**config.mk**
```make
export PLATFORM = sky130hd
export DESIGN_NAME = updi_uart_tx
export DESIGN_NICKNAME = d
export VERILOG_FILES = /design/src/rtl/updi_uart_tx.sv
export SDC_FILE = /design/constraint.sdc
export NUM_CORES = 1
export LEC_CHECK = 0
export CAP_MARGIN = 20
export CORE_MARGIN = 3
export CORE_UTILIZATION = 62
export DETAILED_ROUTE_END_ITERATION = 10
export GPL_ROUTABILITY_DRIVEN = 0
export PLACE_DENSITY = 0.85
export SLEW_MARGIN = 25
export SYNTH_ARGS = -nofsm -noshare
export SYNTH_HDL_FRONTEND = slang
export SYNTH_SLANG_ARGS = --single-unit
```
**constraint.sdc**
```tcl
create_clock -name clk -period 3.5 [get_ports clk]
set_input_delay 0.7 -clock clk [delete_from_list [all_inputs] [get_ports clk]]
set_output_delay 0.7 -clock clk [all_outputs]
set_load 0.02 [all_outputs]
```
**src/rtl/updi_uart_tx.sv**
```systemverilog
// UPDI-framed UART transmitter: start, 8 data bits LSB first, optional even parity, 1-2 stop bits.
// Drains the TX FIFO one byte per frame and drives the single-wire line level plus its output enable.
module updi_uart_tx #(
    parameter int UART_CLK_DIV = 1736,
    parameter int STOP_BITS    = 2,
    parameter int PARITY_EN    = 1
) (
    input  logic       clk,
    input  logic       rst,
    input  logic [7:0] fifo_data,
    input  logic       fifo_empty,
    output logic       fifo_rd_en,
    input  logic       inhibit,
    output logic       tx,
    output logic       tx_oe,
    output logic       busy,
    output logic       frame_done
);

    localparam int BW = $clog2(UART_CLK_DIV);
    localparam logic [BW-1:0] BAUD_LAST = BW'(UART_CLK_DIV - 1);
    localparam logic [BW-1:0] BAUD_PRE  = BW'(UART_CLK_DIV - 2);
    localparam logic [2:0]    STOP_LAST = 3'(STOP_BITS - 1);

    typedef enum logic [2:0] {
        ST_IDLE   = 3'd0,
        ST_LOAD   = 3'd1,
        ST_START  = 3'd2,
        ST_DATA   = 3'd3,
        ST_PARITY = 3'd4,
        ST_STOP   = 3'd5
    } state_t;

    state_t        state_r;
    logic [BW-1:0] baud_r;
    logic [2:0]    bit_r;
    logic [7:0]    shift_r;
    logic          parity_r;
    logic          tx_r;
    logic          tx_oe_r;
    logic          busy_r;
    logic          frame_done_r;
    logic          rd_en_s;
    logic          baud_end_s;

    // XOR of the data bits is exactly the bit that makes the total count of ones even
    function automatic logic even_parity(input logic [7:0] d);
        return ^d;
    endfunction

    assign rd_en_s    = (state_r == ST_IDLE) && !fifo_empty && !inhibit && !rst;
    assign baud_end_s = (baud_r == BAUD_LAST);

    assign fifo_rd_en = rd_en_s;
    assign tx         = tx_r;
    assign tx_oe      = tx_oe_r;
    assign busy       = busy_r;
    assign frame_done = frame_done_r;

    // Frame sequencer: state, baud/bit counters and registered line outputs move together
    always_ff @(posedge clk) begin
        if (rst) begin
            state_r      <= ST_IDLE;
            baud_r       <= '0;
            bit_r        <= 3'd0;
            shift_r      <= 8'd0;
            parity_r     <= 1'b0;
            tx_r         <= 1'b1;
            tx_oe_r      <= 1'b0;
            busy_r       <= 1'b0;
            frame_done_r <= 1'b0;
        end else begin
            frame_done_r <= 1'b0;
            case (state_r)
                ST_IDLE: begin
                    if (rd_en_s) begin
                        state_r <= ST_LOAD;
                        busy_r  <= 1'b1;
                    end
                end
                ST_LOAD: begin
                    shift_r  <= fifo_data;
                    parity_r <= even_parity(fifo_data);
                    baud_r   <= '0;
                    bit_r    <= 3'd0;
                    tx_r     <= 1'b0;
                    tx_oe_r  <= 1'b1;
                    state_r  <= ST_START;
                end
                ST_START: begin
                    if (baud_end_s) begin
                        baud_r  <= '0;
                        bit_r   <= 3'd0;
                        tx_r    <= shift_r[0];
                        state_r <= ST_DATA;
                    end else begin
                        baud_r <= baud_r + BW'(1);
                    end
                end
                ST_DATA: begin
                    if (baud_end_s) begin
                        baud_r <= '0;
                        if (bit_r == 3'd7) begin
                            bit_r <= 3'd0;
                            if (PARITY_EN != 0) begin
                                tx_r    <= parity_r;
                                state_r <= ST_PARITY;
                            end else begin
                                tx_r    <= 1'b1;
                                state_r <= ST_STOP;
                            end
                        end else begin
                            bit_r   <= bit_r + 3'd1;
                            shift_r <= shift_r >> 1;
                            tx_r    <= shift_r[1];
                        end
                    end else begin
                        baud_r <= baud_r + BW'(1);
                    end
                end
                ST_PARITY: begin
                    if (baud_end_s) begin
                        baud_r  <= '0;
                        bit_r   <= 3'd0;
                        tx_r    <= 1'b1;
                        state_r <= ST_STOP;
                    end else begin
                        baud_r <= baud_r + BW'(1);
                    end
                end
                ST_STOP: begin
                    if (baud_end_s) begin
                        baud_r <= '0;
                        if (bit_r == STOP_LAST) begin
                            bit_r   <= 3'd0;
                            tx_oe_r <= 1'b0;
                            busy_r  <= 1'b0;
                            state_r <= ST_IDLE;
                        end else begin
                            bit_r <= bit_r + 3'd1;
                        end
                    end else begin
                        baud_r <= baud_r + BW'(1);
                        // registered pulse must land on the very last clk of the final stop bit
                        frame_done_r <= (bit_r == STOP_LAST) && (baud_r == BAUD_PRE);
                    end
                end
                default: begin
                    state_r <= ST_IDLE;
                    baud_r  <= '0;
                    bit_r   <= 3'd0;
                    tx_r    <= 1'b1;
                    tx_oe_r <= 1'b0;
                    busy_r  <= 1'b0;
                end
            endcase
        end
    end

endmodule

```
==> impl_summary.log <==
INFO  metric ys_dominant_reg_cell = dfxtp_1
INFO  metric seq_area_frac_synth = 0.314
INFO  metric worst_slew_pin_slew = 0.641 ns
INFO  metric ant_nets = 0
INFO  metric detail_route.wl_per_cell = around 16 um
INFO  metric antenna_found_initial = 0
INFO  metric final.setup_skew = just under 0.007 ns
INFO  metric most_frequent_standard_cell_in_the_layout_excluding_fill_and_tap_cells = dfxtp_1
INFO  metric rows = 19
INFO  metric multiInputGateArea = approximately 1200 um^2
INFO  metric cts-buffers-inserted = 5
INFO  metric final_nets = 233
INFO  metric drcViolationCount = 0
INFO  metric yosys_register_bits = 30
INFO  metric clk_latency = 0.35 ns
INFO  metric worstSetupStartpointType = flop
INFO  metric synthArstFlopShare = 0
INFO  metric setup_violations = 0
INFO  metric synthMuxAreaShare = 0.0419
INFO  metric netlist-cell-type-count = 62
INFO  metric cts.sink_count = 30
INFO  metric post_layout_min_period = 3.04 ns
INFO  metric insertedDiodeCount = 0
INFO  metric post_synth_simple_gate_area = 0.248
INFO  metric final_cell_mix = dfxtp_1 (30), nor2_1 (20), clkdlybuf4s50_1 (16)
INFO  metric die-width = 61.5 um
INFO  metric number_of_enable_type_register_cells_in_the_synthesized_netlist = 0
INFO  metric floorplan.core_area = 2850 um^2
INFO  metric starting_density_of_the_core = 0.670
INFO  metric post_synth_instance_area = 1910 um^2
INFO  metric max-clock-path-buffers = 2
INFO  metric route.vias.total = around 1600
INFO  metric rsz0062_at_grt = false
INFO  metric yosys.area_share.xor_xnor = 0.0733
INFO  metric setup.worst_path.end_class = output port
INFO  metric maximum_number_of_pins_on_one_net_before_global_route_repair = 20
INFO  metric dp_slack = 0.745 ns
INFO  metric fin_util = 0.745
INFO  metric syn_to_final_growth = 11.3%
INFO  metric port-buffer-count = 16
INFO  metric timing_max_transition_violations_final = 0
INFO  metric floorplan.die.height = 61.5 um
INFO  metric global_route_wire_length_before_repair = 6640 um
INFO  metric relSlewSlack = 0.572
INFO  metric power.static_leakage = roughly 0.00075 uW
INFO  metric grt_util_all_layers = 0.240
INFO  metric via_per_inst = 6.33
INFO  metric regArea = between 600 and 700 um^2
INFO  metric cp.arrival = 2.34 ns
INFO  metric place.detailed.hpwl = 2990 um
INFO  metric yosys.area_share.adder = 0.0458
INFO  metric final_min_period_over_clock_period = 0.867
INFO  metric drt_iter0_drc = 83
INFO  metric synth.yosys.warnings = 0
INFO  metric globalRouteOverflowTotal = 0
INFO  metric fin_setup_tns = 0 ns
INFO  metric hold_class = reg -> reg
INFO  metric ctsResizeCount = 0
INFO  metric h-tree-depth = 2
INFO  metric synth.avg_cell_area = 9.65 um^2
INFO  metric cts_setup_buffers = 0
INFO  metric critical_path_required = between 2 and 3 ns
INFO  metric cts_tree = done
INFO  metric detailedRoute.firstPassIterationCount = 4
INFO  metric finalHoldViolations = 0
INFO  metric drive_above_1_share = 0.177
INFO  metric power.density_cell_area = approximately 570 nW/um^2
INFO  metric critical_path.max_fanout = 18
INFO  metric worst_setup_hold_path_clk_slew = roughly 0.1 ns
INFO  metric ctsRootBufferMaster = clkbuf_4
INFO  metric dominant_combinational_cell_family_by_area_after_synthesis = simple AND/OR/NAND/NOR gates
INFO  metric hold_fix_buffers_at_cts = 0
INFO  metric setup_ws = ~0.46 ns
INFO  metric maxClockFrequency = around 330 MHz
INFO  metric finalWirelength = 3970 um
INFO  metric max-vdd-ir-drop = 0.495 mV
INFO  metric synth_compound_gate_area_share = 0.223
INFO  metric first_global_vias = approximately 1500
INFO  metric postSynthCellCount = 198
INFO  metric worstSetupPathType = reg -> out
INFO  metric synthesis.nets = 217
INFO  metric die_area = 3780 um^2
INFO  metric run_status = complete, no violations
INFO  metric nFillCells = 206
INFO  metric top_level_ports = 17
INFO  metric maxCapViolCount = 0
-- cell usage after synthesis (all sizes together) (3+ instances only) --
cell type / n / area [um^2]
a211oi: 9 / 103
a21oi: 9 / 45.0
buf: 6 / 65.1
clkbuf: 3 / 11.3
dfxtp: 30 / 601
ha: 7 / 87.6
inv: 6 / 22.5
mux2i: 8 / 80.1
nand2: 10 / 37.5
nand2b: 4 / 35.0
nand3: 5 / 25.0
nor2: 23 / 93.8
nor3: 7 / 51.3
nor4: 4 / 40.0
o211ai: 3 / 22.5
o21ai: 6 / 33.8
xnor2: 14 / 123
-- registers in the layout, indices dropped and copies added (netlist names) --
name,cells
shift_r,8
bit_r,3
state_r,3
parity_r,1
tx,1
busy,1
frame_done,1
baud_r,11
tx_oe,1
-- power by group --
group          switching, uW  internal [uW]
Combinational            249            204
Clock                    129            148
Sequential              80.3            408
-- logic make-up (layout without fill, tap and decap cells) --
logic type | Yosys count | after routing
flip-flops | 30 | 30
multiplexers | 8 | 8
adder cells (fa/ha/maj) | 7 | 7
AND/OR/NAND/NOR | 72 | 72
AO/OA/AOI/OAI | 49 | 49
buffers and inverters | 16 | 33
XOR/XNOR | 16 | 16
-- through the flow --
stage / hold slack, ns / area, um^2 / power (uW) / cells
after floorplan: 0.449 / 1910 / 859 / 198
after global placement: 0.465 / 2050 / 924 / 238
after detailed placement: 0.486 / 2050 / 947 / 238
after CTS: 0.501 / 2130 / 1220 / 246
after global routing: 0.529 / 2130 / 1290 / 246
final: 0.495 / 2130 / 1220 / 246
-- worst max-delay path, stage by stage (launching register included) --
cell and delay [ns]:
dfxtp_1 0.52, nor3_4 0.61, and3_1 0.25, clkdlybuf4s50_1 0.60
-- path summary, 6_finish.rpt --
kind	depth (start not counted)	from	slack [ns]	endpoint
setup reg to reg	4	state_r[2]	1.51	tx
hold reg to reg	2	shift_r[7]	0.50	shift_r[7]
setup / recovery	3	state_r[1]	0.46	fifo_rd_en
hold / removal	2	shift_r[7]	0.50	shift_r[7]
-- routing by layer --
layer	up-vias	wire length, um	global-route usage
met4	0	59	0.0848
met2	49	2010	0.433
met5	-	0	0
met3	7	217	0.0755
met1	737	1680	0.263
li1	764	-	-
-- cell type report --
type	count	share of cell area
clock buffer	5	0.0177
clock inverter	3	0.0188
inverter	7	0.0124
multi-input combinational	152	0.568
sequential	30	0.283
tap	31	0.0182
timing repair buffer	18	0.0824
Power figures use the tool's default switching activity.
